`config.mk`:
```
export PLATFORM = sky130hd
export DESIGN_NAME = stack_mem_node
export DESIGN_NICKNAME = d
export VERILOG_FILES = /design/src/rtl/stack_mem_node.sv
export SDC_FILE = /design/constraint.sdc
export NUM_CORES = 1
export LEC_CHECK = 0
export ABC_CLOCK_PERIOD_IN_PS = 4400
export CORE_UTILIZATION = 57
export CTS_CLUSTER_SIZE = 14
export DETAILED_ROUTE_END_ITERATION = 10
export PLACE_DENSITY = 0.8
export SLEW_MARGIN = 20
export SYNTH_ARGS = -nofsm -noshare
export SYNTH_HDL_FRONTEND = slang
export SYNTH_SLANG_ARGS = --single-unit
export TNS_END_PERCENT = 30
```
`constraint.sdc`:
```
create_clock -name clk -period 4.4 [get_ports clk]
set_input_delay 0.88 -clock clk [delete_from_list [all_inputs] [get_ports clk]]
set_output_delay 0.88 -clock clk [all_outputs]
set_load 0.05 [all_outputs]
```
`src/rtl/stack_mem_node.sv`:
```
// rtl/stack_mem_node.sv - multi-port LIFO stack node with round-robin push/pop arbitration
module stack_mem_node #(
   parameter int WIDTH = 8,
   parameter int DEPTH = 15,
   parameter int NPORT = 4
) (
   input  logic                         clk,
   input  logic                         reset,
   input  logic                         clear,
   input  logic [NPORT-1:0]             push_valid,
   input  logic [NPORT*WIDTH-1:0]       push_data,
   output logic [NPORT-1:0]             push_ready,
   input  logic [NPORT-1:0]             pop_req,
   output logic [NPORT-1:0]             pop_valid,
   output logic [WIDTH-1:0]             pop_data,
   output logic [$clog2(DEPTH+1)-1:0]   count,
   output logic                         empty,
   output logic                         full
);

   localparam int CW = $clog2(DEPTH+1);
   localparam int AW = $clog2(DEPTH);
   localparam int PW = (NPORT > 1) ? $clog2(NPORT) : 1;

   logic [CW-1:0]    count_q, count_d;
   logic [PW-1:0]    prr_q, prr_d, orr_q, orr_d;
   logic [WIDTH-1:0] mem_q [DEPTH];

   logic             push_go, pop_go;
   logic [PW-1:0]    push_idx, pop_idx;
   logic             wr_en;
   logic [AW-1:0]    wr_addr, top_addr;
   logic [WIDTH-1:0] wr_data;

   assign top_addr = AW'(count_q - 1'b1);

   // A full stack refuses pushes even if a pop frees a slot this cycle.
   always_comb begin : arb
      logic [PW-1:0] j;
      push_ready = '0;
      pop_valid  = '0;
      push_go    = 1'b0;
      pop_go     = 1'b0;
      push_idx   = '0;
      pop_idx    = '0;
      j          = '0;
      if (!clear && count_q != CW'(DEPTH)) begin
         for (int k = 0; k < NPORT; k++) begin
            j = PW'((int'(prr_q) + k) % NPORT);
            if (!push_go && push_valid[j]) begin
               push_go       = 1'b1;
               push_idx      = j;
               push_ready[j] = 1'b1;
            end
         end
      end
      if (!clear && count_q != '0) begin
         for (int k = 0; k < NPORT; k++) begin
            j = PW'((int'(orr_q) + k) % NPORT);
            if (!pop_go && pop_req[j]) begin
               pop_go       = 1'b1;
               pop_idx      = j;
               pop_valid[j] = 1'b1;
            end
         end
      end
   end

   always_comb begin
      count_d = count_q;
      prr_d   = prr_q;
      orr_d   = orr_q;
      wr_en   = 1'b0;
      wr_addr = top_addr;
      wr_data = push_data[int'(push_idx)*WIDTH +: WIDTH];
      if (clear) begin
         count_d = '0;
      end else begin
         // Simultaneous push/pop overwrites the old top after the popper has taken it.
         if (push_go && pop_go) begin
            wr_en = 1'b1;
         end else if (push_go) begin
            wr_en   = 1'b1;
            wr_addr = AW'(count_q);
            count_d = count_q + 1'b1;
         end else if (pop_go) begin
            count_d = count_q - 1'b1;
         end
         if (push_go) prr_d = (push_idx == PW'(NPORT-1)) ? '0 : push_idx + 1'b1;
         if (pop_go)  orr_d = (pop_idx  == PW'(NPORT-1)) ? '0 : pop_idx  + 1'b1;
      end
   end

   always_ff @(posedge clk or posedge reset) begin
      if (reset) begin
         count_q <= '0;
         prr_q   <= '0;
         orr_q   <= '0;
      end else begin
         count_q <= count_d;
         prr_q   <= prr_d;
         orr_q   <= orr_d;
      end
   end

   always_ff @(posedge clk) begin
      if (wr_en && !reset) mem_q[wr_addr] <= wr_data;
   end

   assign pop_data = (count_q != '0) ? mem_q[top_addr] : '0;
   assign count    = count_q;
   assign empty    = (count_q == '0);
   assign full     = (count_q == CW'(DEPTH));

endmodule
```
# After elaboration in Yosys (flattened, before gate mapping)
# Memory sizes are Yosys's and may differ from the RTL's.
# Cells that the tools add are included.
dict set report totals {
  ff_bits 8
  elab_cells 164
  input_bits 43
  memories 1
  ram_bits 120
  output_inout_bits 22
}
# memory depth width rd rd_clocked_by_memory_dff wr line_no
set mem_list {}
lappend mem_list {mem_q 15 8 1 0 1 27} ;# logic [WIDTH-1:0] mem_q [DEPTH];
dict set report classes {
  eq_ne 5
  n_shift 1
  n_addsub 10
  n_reduce_logical 32
  bitwise_logic 7
  magnitude_cmp 16
  mux 89
}
# operator n
set ops {}
lappend ops {{4-bit 2-to-1 mux} 23}
lappend ops {{1-bit 2-to-1 mux} 37}
lappend ops {{32-bit by 6-bit indexed part select with 8-bit output} 1}
lappend ops {{2-bit by 3-bit less-than comparator with 1-bit output, second input constant} 8}
lappend ops {{2-bit 2-to-1 mux} 12}
lappend ops {{4-bit bitwise OR} 6}
lappend ops {{1-bit logical AND} 18}
lappend ops {{1-bit binary-select mux with 2-bit select} 8}
lappend ops {{1-bit demux with 2-bit select} 8}
lappend ops {{2-bit by 1-bit >= comparator with 1-bit output, second input constant} 8}
lappend ops {{2-bit by 1-bit adder with 2-bit output, second input constant} 4}
lappend ops {{2-bit adder, second input constant} 4}
lappend ops {{1-bit zero test} 8}
lappend ops {{8-bit 2-to-1 mux} 1}
lappend ops {{2-bit AND reduction} 3}
lappend ops {{4-bit by 1-bit adder with 4-bit output, second input constant} 1}
lappend ops {{2-bit equality test, second input constant} 2}
lappend ops {{4-bit equality test, second input constant} 1}
lappend ops {{4-bit zero test} 1}
lappend ops {{4-bit != test, second input constant} 1}
lappend ops {{4-bit nonzero test} 1}
lappend ops {{4-bit by 1-bit subtractor with 4-bit output, second input constant} 1}
lappend ops {{3-bit nonzero test} 1}
lappend ops {{2-bit != test, second input constant} 1}
lappend ops {{1-bit inverter} 1}

# Logic depth before layout (Yosys ltp)
dict set report depth {
  ltp_word 22
  depth_mapped 13
  depth_no_buf 11
}

# Worst setup path before layout
# No wires, ideal clock.
dict set report synth_timing {
  path_type {reg-to-output}
  start {register count_q[0], in the netlist count[0]}
  end {output port pop_data[0]}
  arrival_ps 4039
  path_stages_with_launch 12
  t_required_ps 3520
  path_slack_ps -519
  path_buffers 5
  cell_sequence {dfrtp_1 buf_4 buf_4 buf_2 inv_1 ha_1 clkbuf_1 clkbuf_1 nor2_1 a211oi_1 a211oi_1 a211oi_1}
}
dict set report synth_between {
  elab_chain_cells 3
  elab_cells_between_ends 4
  classes_between {1 x add/sub; 1 x mux; 1 x reduce/logical; 1 x memory}
}
# element line_no
set synth_lines {}
lappend synth_lines {{start: declaration} 25} ;# logic [CW-1:0] count_q, count_d;
lappend synth_lines {{start signal: assignment} 100} ;# count_q <= count_d;
lappend synth_lines {{4-bit by 1-bit subtractor with 4-bit output} 35} ;# assign top_addr = AW'(count_q - 1'b1);
lappend synth_lines {{memory 15 x 8 bit} n/a}
lappend synth_lines {{8-bit 2-to-1 mux *} 110} ;# assign pop_data = (count_q != '0) ? mem_q[top_addr] : '0;
lappend synth_lines {{end: declaration} 15} ;# output logic [WIDTH-1:0] pop_data,
# Every way passes the cells marked *; elsewhere a longest branch is shown, timed or not.

# Final worst setup path
dict set report layout_timing {
  start {register orr_q[0]}
  end {output port pop_valid[3]}
}
dict set report layout_between {
  elab_chain_cells 16
  elab_cells_between_ends 54
  classes_between {3 x add/sub; 8 x order compare; 30 x mux; 3 x bitwise; 10 x reduce/logical}
}
# element line_no
set layout_lines {}
lappend layout_lines {{start: declaration} 26} ;# logic [PW-1:0] prr_q, prr_d, orr_q, orr_d;
lappend layout_lines {{start signal: assignment} 102} ;# orr_q <= orr_d;
lappend layout_lines {{parallel branches: the longest is 14 deep, another holds 2-bit by 3-bit less-than comparator with 1-bit output} n/a}
lappend layout_lines {{4-bit 2-to-1 mux *} 60} ;# if (!pop_go && pop_req[j]) begin
lappend layout_lines {{4-bit 2-to-1 mux *} 57} ;# if (!clear && count_q != '0) begin
lappend layout_lines {{end: declaration} 14} ;# output logic [NPORT-1:0] pop_valid,
# Every way passes the cells marked *. The select of a mux whose other input is x is not followed.

==> summary.txt <==
Core Util, Final - 75.26%
gr usage total - 26.70%
number of synthesized flops with an enable pin - 120
GP Congestion - 0.8919
worst r2r dst - mem_q[7][1]$_DFFE_PP_
DR vias - 4390
initial antenna violation count - 0
DRT Pass-1 Iters - 5
number of hold violations in the final report - 0
clock-pin transition on the worst setup and hold timing paths - 60 ps
slew at the pin closest to its max-slew limit - 989.6 ps
Longest Clk Path Bufs - 2
Vert. Die Dim - 109.5 um
Syn Inst Count - 456
fin. max-slew vios - 0
Synth Warn # - 0
fin crit period - 4218 ps
CP Max Fanout - 14
Final ANT Viol Nets - 0
hold_sp - orr_q[0]$_DFFE_PP0P_
Yosys reg bits - 128
Multi-input gate area - 0.002658 mm2
# fillers - 642
largest net degree at the start of global routing - 35
Post-Synth XOR/XNOR Area - 0.7973%
post-synth net total - 518
Crit path arrival time - 3340 ps
worst reg-to-reg path cell count - 7
CP max stage delay - 690 ps
Synth Area in Compound Gates - 9.928%
maximum vdd drop - 0.0005603 V
Distinct cells, synth - 69
gr ovfl total - 0
DRC viols - 0
Crit Path Class - reg -> out
Synth area leaders - edfxtp_1, mux4_2, mux2i_1
Worst Hold End - orr_q[0]$_DFFE_PP0P_
hold path depth - 1
combinational family with the most area after synthesis - multiplexers
root buffer selected by CTS - clkbuf_16
Final nets - 598
Post-DP HPWL - 9.571 mm
top_reg_cell synth - edfxtp_1
post-synthesis cell area - 0.006591 mm2
initial core utilization - 59.75%
Final TNS setup - 0 ps
maxcap violations - 0
cts hold-fix bufs - 0
leakage - 2.883 nW
mux cell area share after synthesis - 16.36%
status - completed
simple-gate share of the synthesized area - 8.485%
Rel. slew slack - 33.70%
DRT iter0 DRCs - 398
antenna fix cells - 0
P&R area growth vs syn - 25.95%
Worst Skew - 5.922 ps
I/O pin count - 65
Fmax achieved - 237.1 MHz
critical path's slowest cell - mux4_1
Setup crit start kind - register
register area share after synthesis - 57.71%
Die Wd - 109.5 um
clock latency on the worst-skew pair - 410 ps
row cnt - 38
Post-Synth Adder-Cell Area - 3.607%
vias in the first global route - 4333
Sequential Area - 0.003806 mm2
worst min-delay path class - reg -> reg
area share of the largest cell type after synthesis - 54.67%
Num CTS Buffers - 17
DIE AREA - 0.01200 mm2
H-tree Lvls - 4
TritonCTS clock tree - yes
CTS sink cnt - 128
flop2flop setup slack - 770 ps
layout cell share with drive strength beyond 1 - 26.59%
Core Area - 0.01103 mm2
async set or reset register ratio after synthesis - 6.250%
required time worst endpoint - 3520 ps
RSZ-0062 raised after global routing - no
final WL - 14.70 mm
reg-to-reg startpoint - prr_q[1]$_DFFE_PP0P_
fin crit share - 95.85%
drt wl/cell - 21.34 um
Port-buffer cells - 64
CP endpoint kind - output pin
area leader, netlist - edfxtp_1
PwrDens - 795.9 mW/mm2
number of vias per cell - 6.372
crit path cell chain - inv_1 -> ha_2 -> mux4_1 -> a21oi_2 -> a22o_1 -> mux2i_1 -> a21oi_1 -> buf_12
final setup vio count - 0
syn avg cell area - 14.45 um2
first-pass GRT wire length - 22.78 mm
-- flip-flops by register name, indices dropped and copies added (netlist names) --
register  flops
mem_q       120
orr_q         2
prr_q         2
count         4
-- metal layers --
| layer | GRT usage (%) | vias up | part of all wire [%] |
|---|---|---|---|
| li1 | - | 1978 | - |
| met4 | 11.14 | 0 | 2.2 |
| met5 | 0 | - | 0 |
| met1 | 34.01 | 2188 | 40 |
| met3 | 4.446 | 30 | 5.8 |
| met2 | 45.55 | 194 | 52 |
-- final cells by class --
type | instances | share of cell area, %
clock buffer | 17 | 5.124
sequential | 128 | 45.85
multi-input combinational | 287 | 32.01
tap | 140 | 2.110
timing repair buffer | 91 | 12.09
inverter | 11 | 0.4974
clock inverter | 15 | 2.321
-- worst max path at each step --
stage / slack [ps] / start / to
finish: 180 / orr_q[0]$_DFFE_PP0P_ / pop_valid[3]
global route: 20 / prr_q[1]$_DFFE_PP0P_ / push_ready[0]
global placement: 510 / pop_req[3] / pop_valid[0]
detailed placement: 350 / pop_req[3] / pop_valid[0]
floorplan: -110 / count[0]$_DFFE_PP0P_ / pop_valid[0]
CTS: 150 / orr_q[0]$_DFFE_PP0P_ / pop_valid[3]
-- per-stage QoR --
stage	instance area [um2]	power (mW)	setup slack, ps	std cells	hold slack [ps]
floorplan	6631	3.978	-105.5	456	695.7
global placement	7662	5.011	507.7	657	709.9
detailed placement	7662	5.116	354.8	657	732.6
CTS	8282	6.582	151.9	689	722.6
global route	8302	6.884	17.62	689	768.0
finish	8302	6.607	182.5	689	721.5
-- synthesized netlist by cell type, types with 3 or more instances --
cell      instances
a211oi_1         26
a21oi_1          20
a22o_1            8
a31oi_1           5
buf_2            11
buf_4             4
buf_6             3
clkbuf_1         12
dfrtp_1           8
edfxtp_1        120
ha_1             19
inv_1            10
mux2_2            3
mux2i_1          26
mux4_2           33
nand2_1          17
nand2b_1          3
nand3_1           4
nor2_1           44
nor3_1            6
nor3b_1           3
o21ai_0           7
o21ai_1           4
or2_2             4
xnor2_1           5
-- report_power, final --
part / switching (mW) / internal (mW)
Combinational: 1.99 / 1.46
Sequential: 0.104 / 1.60
Clock: 0.584 / 0.867
Total: 2.68 / 3.93
-- worst max-delay path, delay by kind of cell, from the launching register on --
kind,cells,cell delay [ps]
compound gates,3,740
fa+ha+maj,1,470
buf+inv,2,390
flops,1,520
mux,2,800
-- cell families after synthesis --
logic type	count (synthesis)
fa+ha+maj	19
compound gates	94
buf+inv	41
xor+xnor	6
simple gates	104
flops	128
mux	64
-- placed cells by master (no fill, tap or decap), types with 4 or more instances in the layout --
cell type / Yosys / routed
a211oi_1: 26 / 18
a211oi_2: 1 / 9
a21oi_1: 20 / 19
a22o_1: 8 / 8
a31oi_1: 5 / 5
buf_12: 0 / 16
buf_4: 4 / 27
clkbuf_16: 0 / 17
clkdlybuf4s50_1: 0 / 48
dfrtp_1: 8 / 6
edfxtp_1: 120 / 120
ha_1: 19 / 17
inv_1: 10 / 10
inv_6: 0 / 5
inv_8: 0 / 5
mux2i_1: 26 / 26
mux4_2: 33 / 33
nand2_1: 17 / 17
nand3_1: 4 / 4
nor2_1: 44 / 44
nor3_1: 6 / 6
o21ai_0: 7 / 7
o21ai_1: 4 / 4
or2_2: 4 / 4
-- repair_timing --
action | CTS | global route
endpoints found under the setup margin | 2 | 5
setup buffers | 0 | 0
gates resized for setup | 1 | 3
endpoints found under the hold margin | 0 | 0
Power figures use the tool's default switching activity.
